$ cat config.mk
export PLATFORM = sky130hd
export DESIGN_NAME = match_result_collector
export DESIGN_NICKNAME = d
export VERILOG_FILES = /design/src/rtl/match_result_collector.sv
export SDC_FILE = /design/constraint.sdc
export NUM_CORES = 1
export LEC_CHECK = 0
export BUFFER_PORTS_ARGS = -buffer_cell sky130_fd_sc_hd__buf_2
export CAP_MARGIN = 20
export CORE_MARGIN = 5
export CORE_UTILIZATION = 45
export DETAILED_ROUTE_END_ITERATION = 8
export HOLD_SLACK_MARGIN = 0.05
export PLACE_DENSITY = 0.67
export REMOVE_ABC_BUFFERS = 1
export SETUP_SLACK_MARGIN = 0.5
export SLEW_MARGIN = 10
export SYNTH_ARGS = -nofsm -noshare
export SYNTH_HDL_FRONTEND = slang
export SYNTH_SLANG_ARGS = --single-unit
$ cat constraint.sdc
create_clock -name clock -period 3.5 [get_ports clock]
set_input_delay 0.175 -clock clock [delete_from_list [all_inputs] [get_ports clock]]
set_output_delay 0.175 -clock clock [all_outputs]
set_load 0.005 [all_outputs]
$ cat src/rtl/match_result_collector.sv
// -----------------------------------------------------------------------------
// match_result_collector
//
// Consumer end of the match-block result handshake. Each result offered by the
// producer (valid held high until acknowledged) is acknowledged exactly once
// with a single-cycle pulse and pushed into a result FIFO. Software drains the
// FIFO and reads status and counters over an Avalon-MM slave.
//
// Optional build macro: RESULT_TIMESTAMP_EN
//   Adds a 16-bit free-running cycle counter. Each FIFO entry records the
//   counter value of its ACK cycle, returned in RESULT readdata[30:15].
//   Requires DATA_W <= 15.
//
// Ports:
//   clock                  system clock
//   reset                  synchronous, active-high reset
//   coe_globalfreeze       global freeze
//   coe_localfreeze        local freeze (frozen only when both are high)
//   match_data_in          result word from the match block
//   match_data_valid       result valid, held until acknowledged
//   match_data_ack         single-cycle acknowledge pulse
//   avs_result_address     register select
//   avs_result_read        read strobe
//   avs_result_write       write strobe
//   avs_result_writedata   write data
//   avs_result_readdata    read data, registered, read latency 1
//
// Register map:
//   0 RESULT   [31] entry valid, [DATA_W-1:0] result (pops when not empty)
//   1 STATUS   [31] full, [30] empty, [15:0] occupancy; write bit0=1 flushes
//   2 ACCEPTED saturating count of acknowledged results
//   3 STALLS   saturating count of full-FIFO stall cycles; write bit0=1 clears
//              ACCEPTED and STALLS
// -----------------------------------------------------------------------------
module match_result_collector #(
  parameter int FIFO_DEPTH = 16,
  parameter int DATA_W     = 10
) (
  input  logic              clock,
  input  logic              reset,
  input  logic              coe_globalfreeze,
  input  logic              coe_localfreeze,
  input  logic [DATA_W-1:0] match_data_in,
  input  logic              match_data_valid,
  output logic              match_data_ack,
  input  logic [1:0]        avs_result_address,
  input  logic              avs_result_read,
  input  logic              avs_result_write,
  input  logic [31:0]       avs_result_writedata,
  output logic [31:0]       avs_result_readdata
);

  localparam int AW = $clog2(FIFO_DEPTH);
  localparam int CW = AW + 1;
`ifdef RESULT_TIMESTAMP_EN
  localparam int ENTRY_W = DATA_W + 16;
`else
  localparam int ENTRY_W = DATA_W;
`endif

  localparam logic [1:0] ADDR_RESULT   = 2'd0;
  localparam logic [1:0] ADDR_STATUS   = 2'd1;
  localparam logic [1:0] ADDR_ACCEPTED = 2'd2;
  localparam logic [1:0] ADDR_STALLS   = 2'd3;

  typedef enum logic [1:0] {
    S_IDLE = 2'd0,
    S_ACK  = 2'd1,
    S_DROP = 2'd2
  } state_t;

  state_t state, state_next;

  logic               frozen;
  logic               stall;
  logic               fifo_full;
  logic               fifo_empty;
  logic               push;
  logic               pop;
  logic               flush;
  logic               clear_counts;
  logic [AW-1:0]      wr_ptr;
  logic [AW-1:0]      rd_ptr;
  logic [CW-1:0]      count;
  logic [ENTRY_W-1:0] mem [FIFO_DEPTH];
  logic [ENTRY_W-1:0] entry_in;
  logic [ENTRY_W-1:0] head;
  logic [31:0]        accepted_count;
  logic [31:0]        stall_count;
  logic [31:0]        result_word;
  logic [31:0]        status_word;

  // Only bit 0 of the write data carries a command.
  logic unused_writedata;
  assign unused_writedata = ^avs_result_writedata[31:1];

  assign frozen       = coe_globalfreeze & coe_localfreeze;
  assign fifo_full    = (count == CW'(FIFO_DEPTH));
  assign fifo_empty   = (count == '0);
  assign flush        = avs_result_write && (avs_result_address == ADDR_STATUS)
                        && avs_result_writedata[0];
  assign clear_counts = avs_result_write && (avs_result_address == ADDR_STALLS)
                        && avs_result_writedata[0];
  assign pop          = avs_result_read && (avs_result_address == ADDR_RESULT)
                        && !fifo_empty;
  // A flush in the ACK cycle discards that cycle's capture.
  assign push         = (state == S_ACK) && !flush;

  // ---------------------------------------------------------------------------
  // Handshake FSM
  // ---------------------------------------------------------------------------
  // NOTE: sequential state uses non-blocking assignments so every register
  // samples pre-edge values regardless of block ordering.
  always_ff @(posedge clock) begin
    if (reset) state <= S_IDLE;
    else       state <= state_next;
  end

  // NOTE: every output of this block gets a default first, so no path can
  // leave a value unassigned and infer a latch.
  always_comb begin
    state_next     = state;
    match_data_ack = 1'b0;
    stall          = 1'b0;
    unique case (state)
      S_IDLE: begin
        // Freeze blocks new captures and is not counted as a stall.
        if (match_data_valid && !frozen) begin
          if (!fifo_full) state_next = S_ACK;
          else            stall      = 1'b1;
        end
      end
      S_ACK: begin
        match_data_ack = 1'b1;
        state_next     = S_DROP;
      end
      S_DROP: begin
        // Wait for the producer to release valid so one result is never
        // captured twice.
        if (!match_data_valid) state_next = S_IDLE;
      end
      default: state_next = S_IDLE;
    endcase
  end

  // ---------------------------------------------------------------------------
  // Optional capture timestamp
  // ---------------------------------------------------------------------------
`ifdef RESULT_TIMESTAMP_EN
  logic [15:0] cycle_count;

  always_ff @(posedge clock) begin
    if (reset) cycle_count <= '0;
    else       cycle_count <= cycle_count + 16'd1;
  end

  assign entry_in = {cycle_count, match_data_in};
`else
  assign entry_in = match_data_in;
`endif

  // ---------------------------------------------------------------------------
  // Result FIFO
  // ---------------------------------------------------------------------------
  // NOTE: the storage array is not reset; occupancy and pointers define which
  // entries are meaningful, so resetting the data would only cost logic.
  always_ff @(posedge clock) begin
    if (push) mem[wr_ptr] <= entry_in;
  end

  // The ACK entry check guarantees space, so a push never meets a full FIFO.
  always_ff @(posedge clock) begin
    if (reset || flush) begin
      wr_ptr <= '0;
      rd_ptr <= '0;
      count  <= '0;
    end else begin
      if (push) wr_ptr <= wr_ptr + 1'b1;
      if (pop)  rd_ptr <= rd_ptr + 1'b1;
      case ({push, pop})
        2'b10:   count <= count + 1'b1;
        2'b01:   count <= count - 1'b1;
        default: count <= count;
      endcase
    end
  end

  assign head = mem[rd_ptr];

  // ---------------------------------------------------------------------------
  // Saturating counters; an explicit clear wins over a coincident increment.
  // ---------------------------------------------------------------------------
  always_ff @(posedge clock) begin
    if (reset || clear_counts) begin
      accepted_count <= '0;
      stall_count    <= '0;
    end else begin
      if ((state == S_ACK) && (accepted_count != '1))
        accepted_count <= accepted_count + 32'd1;
      if (stall && (stall_count != '1))
        stall_count <= stall_count + 32'd1;
    end
  end

  // ---------------------------------------------------------------------------
  // Register read
  // ---------------------------------------------------------------------------
  always_comb begin
    result_word = '0;
    if (!fifo_empty) begin
      result_word[31]          = 1'b1;
      result_word[DATA_W-1:0]  = head[DATA_W-1:0];
`ifdef RESULT_TIMESTAMP_EN
      result_word[30:15]       = head[DATA_W +: 16];
`endif
    end
  end

  always_comb begin
    status_word       = '0;
    status_word[31]   = fifo_full;
    status_word[30]   = fifo_empty;
    status_word[15:0] = 16'(count);
  end

  always_ff @(posedge clock) begin
    if (reset) begin
      avs_result_readdata <= '0;
    end else if (avs_result_read) begin
      case (avs_result_address)
        ADDR_RESULT:   avs_result_readdata <= result_word;
        ADDR_STATUS:   avs_result_readdata <= status_word;
        ADDR_ACCEPTED: avs_result_readdata <= accepted_count;
        ADDR_STALLS:   avs_result_readdata <= stall_count;
        default:       avs_result_readdata <= '0;
      endcase
    end
  end

endmodule
==> flow_metrics.py <==
metrics = {
    "outcome": {
        "status": "finished clean",
    },
    "clock_network": {
        "clk_path_buf_depth": 3,
        "clock_latency_ns": 0.56,
        "cts_max_level": 1,
        "clockRootBuffer": "clkbuf_16",
        "cts_tree": "yes",
        "cts_buffers": 30,
        "cts.clk_slew.worst_paths_ns": 0.06,
        "cts.repair.resized": 0,
        "clock-sinks": 275,
    },
    "logic_synthesis": {
        "synth-edff-count": 160,
        "yosys_warnings": 0,
        "netlist_area_sq_um": 12150,
        "postSynthCellCount": 1008,
        "synth-seq-area-share": 0.5849,
        "ys.flop_type": "edfxtp_1",
        "yosys_register_bits": 275,
        "yosys-top-cells-area": "edfxtp_1 40%, dfxtp_1 19%, mux4_2 5.4%",
        "async_flop_share": 0,
        "synth.top_cell.area_share": 0.3954,
        "synth_cell_types": 67,
        "synth_area_leader_cell": "edfxtp_1",
        "synth.avg_cell_area_sq_um": 12.05,
    },
    "setup_path": {
        "critPathKind": "flip-flop to flip-flop",
        "worst_path_max_delay_cell": "o41ai_4",
        "slowest_delay_ns": 0.95,
        "path_cells": "nand4_2, or3_4, o41ai_4, buf_4, xor2_2, nor2_1",
        "cp_data_required_time_ns": 3.93,
        "cp_max_fo": 19,
        "arrival_ns": 3.18,
        "r2r_slack_ns": 0.75,
        "end_kind": "flip-flop",
        "rr_worst_depth": 6,
        "start_kind": "flip-flop",
    },
    "floorplanning": {
        "ioPinCount": 84,
        "dieWidth_microns": 174.3,
        "die-area_sq_um": 30390,
        "core_sq_um": 26800,
        "num_rows": 60,
        "dieHeight_microns": 174.3,
        "start_util": 0.4534,
    },
    "global_route": {
        "grt_max_degree": 47,
        "grt_pass1_wl_microns": 43720,
        "track_usage": 0.1776,
        "first_global_vias": 7896,
        "overflow": 0,
        "antenna_found_initial": 1,
    },
    "routing": {
        "vias": 8289,
        "routed_via_density": 5.724,
        "ant_nets": 0,
        "totalWireLength_microns": 27710,
        "drt_iter0_markers": 562,
        "wl_per_cell_microns": 19.14,
        "route.detailed.drc": 0,
        "dr.pass1.iters": 5,
    },
    "pwr": {
        "cellPowerDensity_nw_per_um2": 476.1,
        "power.total_mw": 6.629,
        "leakagePower_nw": 4.629,
        "peakVddDrop_mv": 0.4474,
    },
    "place": {
        "place_inst": 1380,
        "globalplace.congestion": 0.8764,
        "io_buffer_count": 52,
        "dp_hpwl_microns": 18370,
    },
    "timing": {
        "holdWs_ns": 0.1872,
        "slew_headroom": 0.3272,
        "finalCritPeriodShare": 0.7863,
        "max_freq_mhz": 363.4,
        "rsz0062_at_grt": "false",
        "setup_tns_ns": 0,
        "period_minus_slack_ns": 2.752,
        "tightest_slew_ns": 1.006,
        "drv_slew": 0,
        "hold_viol": 0,
        "worst_clock_skew_ns": 0.01883,
        "finalSetupViolations": 0,
    },
    "hold_path": {
        "hold_depth": 4,
        "worstHoldPathType": "input port to flip-flop",
    },
    "layout": {
        "area_growth_syn_to_layout_pct": 14.60,
        "stdcell_count": 1448,
        "fillCellCount": 2281,
        "post-route-util": 0.5196,
        "finalNetCount": 1145,
        "drive_above_1_share": 0.2098,
    },
    "job": {
        "cap_viol_max_count": 0,
    },
}
## routing by layer
metal / GRT usage / up-vias / routed length, microns / share of wire
li1: - / 3996 / - / -
met1: 0.2483 / 4076 / 12740 / 0.46
met2: 0.2948 / 170 / 13310 / 0.48
met3: 0.02305 / 47 / 1081 / 0.039
met4: 0.04553 / 0 / 579 / 0.021
met5: 0 / - / 0 / 0
## synth_stat cells, drive strengths merged, types with 10 or more instances
cell and number:
o21ai 43, or3 25, o22ai 10, mux2i 27, nand2b 10, a21oi 73, ha 10, buf 17
nor3 20, nor2b 22, nand3 25, mux2 41, dfxtp 115, o31ai 12, or4 13, nor2 103
a31oi 12, nand4 23, edfxtp 160, xor2 10, clkbuf 40, nand2 59, mux4 29, inv 13
## placed cells by master (no fill, tap or decap), types with 10 or more instances in the layout
cell type        n
nand2_1         58
dlygate4sd3_1   13
or3_1           24
nand3_1         25
clkbuf_16       30
a21oi_1         64
o22ai_1         10
o21ai_0         35
a31oi_1         12
mux2i_1         27
mux4_2          29
mux2_2          41
nor2b_1         22
o31ai_1         12
dfxtp_1        114
inv_1           12
nand4_1         22
clkbuf_1        10
buf_4           35
buf_2           52
edfxtp_1       160
or4_1           13
nor2_1         103
nor3_1          20
ha_1            10
## what timing repair did
action | in CTS | in global routing
endpoints found under the hold margin | 162 | 0
hold buffers | 13 | 0
buffers inserted | 0 | 0
## path summary, 6_finish.rpt
| check | from | to |
|---|---|---|
| setup / recovery | stall_count[14] | stall_count[0] |
| setup reg to reg | stall_count[14] | stall_count[0] |
| hold / removal | avs_result_address[0] | avs_result_readdata[17] |
| hold reg to reg | avs_result_readdata[7] | avs_result_readdata[7] |
## cell families (layout without fill, tap and decap cells)
kind of cell,after synthesis,in the layout,share of synthesized area
AOI/OAI and AO/OA,194,194,0.1043
xor gates and xnor gates,18,18,0.01359
adders and majority gates,10,10,0.01030
buffers and inverters,70,168,0.02482
DFF,275,275,0.5849
muxes,97,97,0.1140
other,0,1,0
and+or+nand+nor,344,344,0.1481
## power breakdown
group	leakage [nW]	internal [mW]	switching, mW
logic	1.82	0.0834	0.157
registers	2.37	3.44	0.0143
clock network	0.443	1.68	1.26
## registers in the layout (all words and copies together), names as in the netlist, named ones only
register	cells
accepted_count	32
mem	160
count	5
avs_result_readdata	32
stall_count	32
wr_ptr	4
rd_ptr	4
state	2
## critical path: cells and delay by family (launching register included)
family                 cells  cell delay (ns)
AO/OA/AOI/OAI              1             0.95
XOR/XNOR                   1             0.15
buffers and inverters      1             0.28
flip-flops                 1             0.45
AND/OR/NAND/NOR            3             0.78
## stage by stage
step                      area (sq um)  setup WS [ns]
after CTS                        13920         0.7718
after global placement           12870         0.7193
final                            13920         0.7479
after floorplan                  11900         0.7819
after global routing             13920         0.5116
after detailed placement         12870         0.6726
## final cells by class
type | count | area, sq um | share of cell area
flip-flops and latches | 275 | 7108 | 0.5105
multi-input cells | 663 | 4743 | 0.3406
clock buffers | 41 | 802.0 | 0.05760
repair buffers | 101 | 673.1 | 0.04834
well taps | 341 | 426.7 | 0.03064
clock inverters | 13 | 120.1 | 0.008626
inverters | 13 | 48.80 | 0.003504
diodes | 1 | 2.502 | 0.0001797
Power figures use the tool's default switching activity.
